==> config.mk <==
export PLATFORM = sky130hd
export DESIGN_NAME = ptp_slave_seq
export DESIGN_NICKNAME = d
export VERILOG_FILES = /design/src/rtl/ptp_slave_seq_pkg.sv /design/src/rtl/ptp_slave_seq.sv
export SDC_FILE = /design/constraint.sdc
export NUM_CORES = 1
export LEC_CHECK = 0
export ABC_AREA = 0
export CORE_UTILIZATION = 25
export CTS_CLUSTER_DIAMETER = 120
export DETAILED_ROUTE_END_ITERATION = 10
export PLACE_DENSITY_LB_ADDON = 0.1
export SYNTH_ARGS = -nofsm -noshare
export SYNTH_HDL_FRONTEND = slang
export SYNTH_SLANG_ARGS = --single-unit
==> constraint.sdc <==
create_clock -name clk -period 7.7 [get_ports clk]
set_input_delay 1.54 -clock clk [delete_from_list [all_inputs] [get_ports clk]]
set_output_delay 1.54 -clock clk [all_outputs]
set_load 0.01 [all_outputs]
==> src/rtl/ptp_slave_seq_pkg.sv <==
// rtl/ptp_slave_seq_pkg.sv - shared types and constants for the PTP slave sequencer
package ptp_slave_seq_pkg;

  localparam int TS_W  = 48;
  localparam int MS_W  = 31;
  localparam int CYC_W = 17;
  localparam int CYC_MAX = 124999;

  typedef enum logic [2:0] {
    ST_IDLE,
    ST_GAP,
    ST_REQ,
    ST_WAIT_TX,
    ST_WAIT_RESP,
    ST_DONE
  } state_t;

  // Local and remote timestamps share one layout: milliseconds above sub-ms cycles.
  typedef struct packed {
    logic [MS_W-1:0]  ms;
    logic [CYC_W-1:0] cyc;
  } ts_t;

  // Event counters stick at all-ones instead of wrapping back to zero.
  function automatic logic [15:0] sat_inc(input logic [15:0] v);
    return (v == 16'hFFFF) ? v : v + 16'd1;
  endfunction

endpackage

==> src/rtl/ptp_slave_seq.sv <==
// rtl/ptp_slave_seq.sv - slave-side four-timestamp exchange sequencer
import ptp_slave_seq_pkg::*;

module ptp_slave_seq #(
  parameter int REQ_GAP     = 16,
  parameter int TIMEOUT_CYC = 500000,
  parameter int CYC_MAX     = ptp_slave_seq_pkg::CYC_MAX
) (
  input  logic            clk,
  input  logic            reset,
  input  logic            m_or_s,
  input  logic [TS_W-1:0] timer,
  input  logic            sync_rx,
  input  logic [TS_W-1:0] sync_ts,
  input  logic            req_ready,
  input  logic            req_tx_done,
  input  logic            resp_rx,
  input  logic [TS_W-1:0] resp_ts,
  output logic            ts_1_valid,
  output logic            ts_2_record,
  output logic            ts_3_valid,
  output logic            ts_4_valid,
  output logic [TS_W-1:0] ts_1,
  output logic [TS_W-1:0] ts_3,
  output logic [TS_W-1:0] ts_4,
  output logic            send_req,
  output logic            status_ok,
  output logic            timeout_err,
  output logic [15:0]     done_cnt,
  output logic [15:0]     to_cnt
);

  // One counter serves both the request gap (down) and the exchange timeout (up);
  // it must reach TIMEOUT_CYC because an event on the last cycle still advances it.
  localparam int CNT_MAX = (TIMEOUT_CYC > REQ_GAP) ? TIMEOUT_CYC : REQ_GAP;
  localparam int CNT_W   = $clog2(CNT_MAX + 1);
  localparam logic [CNT_W-1:0] GAP_LOAD = CNT_W'(REQ_GAP - 1);
  localparam logic [CNT_W-1:0] TO_LAST  = CNT_W'(TIMEOUT_CYC - 1);

  state_t           r_state;
  logic [CNT_W-1:0] r_cnt;
  ts_t              r_ts_1;
  ts_t              r_ts_3;
  ts_t              r_ts_4;
  logic             r_ts_1_valid;
  logic             r_ts_2_record;
  logic             r_ts_3_valid;
  logic             r_ts_4_valid;
  logic             r_send_req;
  logic             r_status_ok;
  logic             r_timeout_err;
  logic [15:0]      r_done_cnt;
  logic [15:0]      r_to_cnt;

  ts_t              w_timer;
  logic             w_expired;
  logic             w_restart;

  assign w_timer   = ts_t'(timer);
  assign w_expired = (r_cnt >= TO_LAST);
  // A new Sync preempts every active state; the one-cycle DONE state is allowed to finish.
  assign w_restart = sync_rx && (r_state != ST_DONE);

  // Exchange state machine with registered strobes, timestamps and counters.
  always_ff @(posedge clk or posedge reset) begin
    if (reset) begin
      r_state       <= ST_IDLE;
      r_cnt         <= '0;
      r_ts_1        <= '0;
      r_ts_3        <= '0;
      r_ts_4        <= '0;
      r_ts_1_valid  <= 1'b0;
      r_ts_2_record <= 1'b0;
      r_ts_3_valid  <= 1'b0;
      r_ts_4_valid  <= 1'b0;
      r_send_req    <= 1'b0;
      r_status_ok   <= 1'b0;
      r_timeout_err <= 1'b0;
      r_done_cnt    <= 16'h0;
      r_to_cnt      <= 16'h0;
    end else begin
      r_ts_1_valid  <= 1'b0;
      r_ts_2_record <= 1'b0;
      r_ts_3_valid  <= 1'b0;
      r_ts_4_valid  <= 1'b0;
      r_status_ok   <= 1'b0;
      r_timeout_err <= 1'b0;
      if (m_or_s) begin
        r_state    <= ST_IDLE;
        r_send_req <= 1'b0;
      end else if (w_restart) begin
        r_ts_1        <= ts_t'(sync_ts);
        r_ts_1_valid  <= 1'b1;
        r_ts_2_record <= 1'b1;
        r_cnt         <= GAP_LOAD;
        r_send_req    <= 1'b0;
        r_state       <= ST_GAP;
      end else begin
        unique case (r_state)
          ST_IDLE: begin
            r_send_req <= 1'b0;
          end
          ST_GAP: begin
            if (r_cnt == '0) begin
              r_send_req <= 1'b1;
              r_state    <= ST_REQ;
            end else begin
              r_cnt <= r_cnt - CNT_W'(1);
            end
          end
          ST_REQ: begin
            if (req_ready) begin
              r_send_req <= 1'b0;
              r_cnt      <= '0;
              r_state    <= ST_WAIT_TX;
            end
          end
          ST_WAIT_TX: begin
            if (req_tx_done) begin
              r_ts_3       <= w_timer;
              r_ts_3_valid <= 1'b1;
              r_cnt        <= r_cnt + CNT_W'(1);
              r_state      <= ST_WAIT_RESP;
            end else if (w_expired) begin
              r_timeout_err <= 1'b1;
              r_to_cnt      <= sat_inc(r_to_cnt);
              r_state       <= ST_IDLE;
            end else begin
              r_cnt <= r_cnt + CNT_W'(1);
            end
          end
          ST_WAIT_RESP: begin
            if (resp_rx) begin
              r_ts_4       <= ts_t'(resp_ts);
              r_ts_4_valid <= 1'b1;
              r_state      <= ST_DONE;
            end else if (w_expired) begin
              r_timeout_err <= 1'b1;
              r_to_cnt      <= sat_inc(r_to_cnt);
              r_state       <= ST_IDLE;
            end else begin
              r_cnt <= r_cnt + CNT_W'(1);
            end
          end
          ST_DONE: begin
            r_status_ok <= 1'b1;
            r_done_cnt  <= sat_inc(r_done_cnt);
            r_state     <= ST_IDLE;
          end
          default: begin
            r_send_req <= 1'b0;
            r_state    <= ST_IDLE;
          end
        endcase
      end
    end
  end

  // The sub-millisecond field of the local timer never exceeds its last value.
  a_timer_cyc: assert property (@(posedge clk) disable iff (reset)
    w_timer.cyc <= CYC_W'(CYC_MAX));

  assign ts_1_valid  = r_ts_1_valid;
  assign ts_2_record = r_ts_2_record;
  assign ts_3_valid  = r_ts_3_valid;
  assign ts_4_valid  = r_ts_4_valid;
  assign ts_1        = r_ts_1;
  assign ts_3        = r_ts_3;
  assign ts_4        = r_ts_4;
  assign send_req    = r_send_req;
  assign status_ok   = r_status_ok;
  assign timeout_err = r_timeout_err;
  assign done_cnt    = r_done_cnt;
  assign to_cnt      = r_to_cnt;

endmodule

======== Word-level counts from Yosys, hierarchy flattened ========
Cells that the tools add are included.
operators by class
  mux-type cells .......................... 44
  reduce and logical (&&, ||, !) cells .... 14
  $lt $le $gt $ge ......................... 1
  bitwise operators ....................... 3
  eq/ne operators ......................... 17
  $add $sub $neg .......................... 4
operators with widths
  operator               count
  $mux 19                6
  $pmux 19 s4            1
  $mux 16                4
  $add 16x1->16 const B  2
  $eq 16x16->1 const B   2
  $pmux 16 s2            1
  $mux 1                 22
  $mux 3                 7
  $add 19x1->19 const B  1
  $ge 19x19->1 const B   1
  $logic_not 19->1       1
  $sub 19x1->19 const B  1
  $ne 3x3->1 const B     5
  $pmux 3 s5             1
  $reduce_and 4->1       3
  $reduce_and 5->1       2
  $ne 4x4->1 const B     2
  $eq 3x2->1 const B     2
  $eq 3x3->1 const B     2
  $reduce_and 3->1       2
  $reduce_bool 5->1      1
  $ne 2x2->1 const B     2
  $eq 3x1->1 const B     1
  $logic_not 3->1        1
  8 further kinds        10
word-level totals
  output and inout port bits .............. 183
  logic and storage cells ................. 99
  flip-flop bits (word level) ............. 204
  input bits .............................. 151

======== Depth between registers and ports, before layout ========
  word-level depth ........................ 6
  depth in mapped cells ................... 10
  depth with buffers taken out ............ 8

======== Least setup slack after synthesis ========
OpenSTA, ideal clock, no wires.
  path kind ............................... in2reg
  start point ............................. input port sync_rx
  end point ............................... register r_cnt[18]
  path buffers ............................ 1
  data required time ...................... 7.574 ns
  slack ................................... 4.579 ns
  setup time .............................. 0.126 ns
  arrival ................................. 2.995 ns
  stages on the path ...................... 6
  cell sequence ........................... buf_2 nor2_1 a221oi_2 nand3_2 or4_1 o311a_1
on the way
  longest elaborated chain between the ends .. 3
  elaborated cells on any way between the ends .. 7
  classes of those cells .................. 3 x eq/ne; 1 x mux; 3 x reduce/logical
ends and longest elaborated chain
  element                                                                  RTL line              RTL
  start: declaration                                                       ptp_slave_seq.sv:13   input logic sync_rx,
  $logic_and 1x1->1 (*)                                                    ptp_slave_seq.sv:62   assign w_restart = sync_rx && (r_state != ST_DONE);
  $ne 3x3->1 (no source line) / $reduce_bool 5->1 (equally long branches)  n/a
  $reduce_and 5->1 (no source line)                                        n/a
  end signal: assignment                                                   ptp_slave_seq.sv:108  r_cnt <= r_cnt - CNT_W'(1);
  end signal: assignment                                                   ptp_slave_seq.sv:122  r_cnt <= r_cnt + CNT_W'(1);
  end signal: assignment                                                   ptp_slave_seq.sv:129  r_cnt <= r_cnt + CNT_W'(1);
  end: declaration                                                         ptp_slave_seq.sv:41   logic [CNT_W-1:0] r_cnt;
Every way passes the cells marked *; elsewhere a longest branch is shown, timed or not.
A chain may end at the register's enable or synchronous reset.

======== Final worst setup path ========
  start point ............................. input port m_or_s
  end point ............................... register r_ts_4 (netlist bit ts_4[25])
on the way
  longest elaborated chain between the ends .. 2
ends and longest elaborated chain
  element                            RTL line              RTL
  start: declaration                 ptp_slave_seq.sv:11   input logic m_or_s,
  $not 1->1 (no source line)         n/a
  $reduce_and 4->1 (no source line)  n/a
  end signal: assignment             ptp_slave_seq.sv:134  r_ts_4 <= ts_t'(resp_ts);
  end: declaration                   ptp_slave_seq.sv:44   ts_t r_ts_4;
No other way between the ends.

==> results.cfg <==
[setup_path]
crit_chain = clkdlybuf4s50_1, nor2_1, nand3_2, buf_4, inv_1, buf_4, nand2_1, nand2_1
crit_arrival_ns = 3.99
r2r_start = r_cnt[0]$_DFFE_PP0P_
worst_setup_path_start_kind = input pin
endpoint_kind = flop
r2r_setup_slack_ns = 4.89
crit_slowest_cell = clkdlybuf4s50_1
cpPeakStageDelay_ns = 0.81
r2r_cells = 7
path_buf_inv = 4
crit_path_max_fanout = 49
crit_family = buffers and inverters
reg2reg_to = r_cnt[8]$_DFFE_PP0P_
crit_required_ns = 8.13
worstSetupPathType = input pin to flop
startpoint = m_or_s

[route]
num_vias = 7665
drt_first_iter_violations = 363
vias_per_cell = 4.643
ant_nets = 0
routedWlPerCell_um = 17.93
first_pass_iters = 5
routed_wl_um = 29600
drc = 0

[logic_synthesis]
synth_seq_cells = 204
synth_ff_type = dfrtp_1
synthCells = 835
yosysWarnings = 0
yosysSeqAreaShare_pct = 55.17
synth_fp_nets = 991
syn-mean-instance-area_um2 = 11.08
synth.distinct_cells = 74
synth_edf_count = 0
async_flop_share_pct = 100.0
synth_area_um2 = 9253

[power]
power_density_nw_per_um2 = 200.4
p_leak_nw = 6.044
total_power_w = 0.002791
vdd.ir_drop.worst_v = 0.0001691

[placed_design]
dp_hpwl_um = 20760
placed_cell_area_um2 = 13020
place_congestion = 0.8151
port_buffers = 333

[clock_network]
cts_setup_buffers = 0
htreeDepth = 1
cts_sinks = 204
cts_root_buf = clkbuf_16
cts_tree = yes
clkSlewWorstSetupHoldPaths_ns = 0.06
insertion_delay_ns = 0.55
cts_resized = 0
hold_buffers = 0
numCtsBuffers = 26
cts_buffer_depth = 3

[min_path]
min_to = ts_4[41]$_DFFE_PP0P_
min_from = ts_4[41]$_DFFE_PP0P_
min_path_type = flop to flop
min_delay_path_depth = 2

[timing]
clock.fmax_ghz = 0.2815
tightest_slew_ns = 0.9817
maxSlewHeadroom_pct = 32.86
finalCriticalPeriod_ns = 3.552
tns_ns = 0
final-max-slew-violation-count = 0
fin_worst_skew_ns = 0.01560
period_share_pct = 46.13
rsz0062_at_grt = false
hold_viol = 0
setup_viol = 0
holdWs_ns = 0.4711

[cells_and_area]
drive_gt1_share_pct = 14.90
nets = 1317
fin_util_pct = 38.14
areaGrowthSynthToFinish_pct = 50.53
finalInstanceArea_um2 = 13930

[global_route]
first_global_vias = 7839
grt_usage_pct = 15.45
grt_pass1_wl_um = 45970
antenna_found_initial = 2
grt_max_degree = 89
gr-total-overflow = 0

[floorplan]
row_count = 70
core_region_area_um2 = 36520
die_area_um2 = 37780
start_util_pct = 25.33
die_width_um = 194.4
num_io_pins = 334
die_h_um = 194.4

[run]
max_cap_violations = 0

[outcome]
status = complete, no violations
==> Yosys cell counts, drive strengths merged (12+ instances only) <==
cell type	number	area share [%]
dfrtp	204	55
xnor2	15	1.4
a21oi	16	0.87
o21ai	35	2.1
xor2	15	1.4
nand3	27	1.7
nand2	181	7.4
nor2	43	1.7
clkbuf	12	0.49
buf	29	1.9
mux2	98	12
nor3	19	1.3
==> layout make-up <==
| class | instances | area (µm²) |
|---|---|---|
| sequential | 204 | 5105 |
| clock inverter | 8 | 130.1 |
| multi-input combinational | 580 | 3906 |
| antenna | 2 | 5.005 |
| fill | 3611 | 22590 |
| timing repair buffer | 339 | 3378 |
| clock buffer | 40 | 773.2 |
| inverter | 10 | 45.04 |
| tap | 468 | 585.6 |
==> worst max path at each step <==
stage / to / slack, ns / cells past startpoint
after CTS: ts_4[25]$_DFFE_PP0P_ / 4.16 / 8
final: ts_4[25]$_DFFE_PP0P_ / 4.15 / 8
after detailed placement: ts_4[40]$_DFFE_PP0P_ / 3.59 / 8
after global placement: ts_4[42]$_DFFE_PP0P_ / 3.57 / 8
after floorplan: done_cnt[0]$_DFFE_PP0P_ / 0.59 / 1
after global routing: r_cnt[17]$_DFFE_PP0P_ / 3.95 / 7
==> through the flow <==
step	setup WS (ns)	instances
after floorplan	0.5926	835
after global placement	3.569	1601
after global routing	3.946	1651
after detailed placement	3.585	1601
final	4.148	1651
after CTS	4.163	1649
==> layout by cell type (no fill, tap or decap), types with 7 or more instances in the layout <==
| cell type | count |
|---|---|
| clkbuf_1 | 7 |
| inv_1 | 9 |
| dfrtp_1 | 204 |
| xnor2_1 | 15 |
| clkbuf_8 | 7 |
| nand4_1 | 8 |
| and2_1 | 8 |
| mux2_2 | 98 |
| nand2_1 | 179 |
| and4_1 | 7 |
| o221ai_1 | 7 |
| nor2_1 | 42 |
| nor3_1 | 15 |
| clkdlybuf4s50_1 | 333 |
| clkbuf_16 | 26 |
| xor2_1 | 15 |
| and3_1 | 10 |
| o21ai_0 | 29 |
| a21oi_1 | 16 |
| nand3_1 | 23 |
==> worst reg2reg max path, stage by stage, from the launching register on <==
cell and delay (ns):
dfrtp_1 0.51, ha_1 0.29, and4_1 0.33, a211oi_4 0.07, o21ai_4 0.39, nand2_1 0.46, a221oi_1 0.45, o221ai_1 0.16
==> kinds of logic after synthesis <==
| family | Yosys count | synth area share (%) |
|---|---|---|
| AND/OR/NAND/NOR | 334 | 17.70 |
| flip-flops | 204 | 55.17 |
| AO/OA/AOI/OAI | 113 | 8.871 |
| multiplexers | 98 | 11.93 |
| buffers and inverters | 51 | 2.813 |
| XOR/XNOR | 30 | 2.840 |
| adder cells (fa/ha/maj) | 5 | 0.6761 |
==> flip-flops by register name, summed over array words and instances, names as in the netlist <==
signal and count:
send_req 1, status_ok 1, timeout_err 1, done_cnt 16, r_cnt 19, ts_3 48
r_state 3, ts_4_valid 1, to_cnt 16, ts_3_valid 1, ts_1 48, ts_2_record 1
ts_4 48
==> report_power, final <==
part	switching [W]	leakage [nW]	internal [W]
clock	0.000492	0.445	0.000791
sequential	0.0000469	2.72	0.00112
combinational	0.000144	2.88	0.000197
total	0.000682	6.04	0.00211
==> routing by layer <==
metal / share of wire (%) / vias to the layer above / GRT usage [%]
met5: 0 / - / 0
met2: 47 / 289 / 25.06
met4: 2.8 / 0 / 5.350
met1: 42 / 3742 / 18.90
li1: - / 3584 / -
met3: 8.3 / 50 / 5.570
Note: power is estimated with default switching activity, not from simulation.
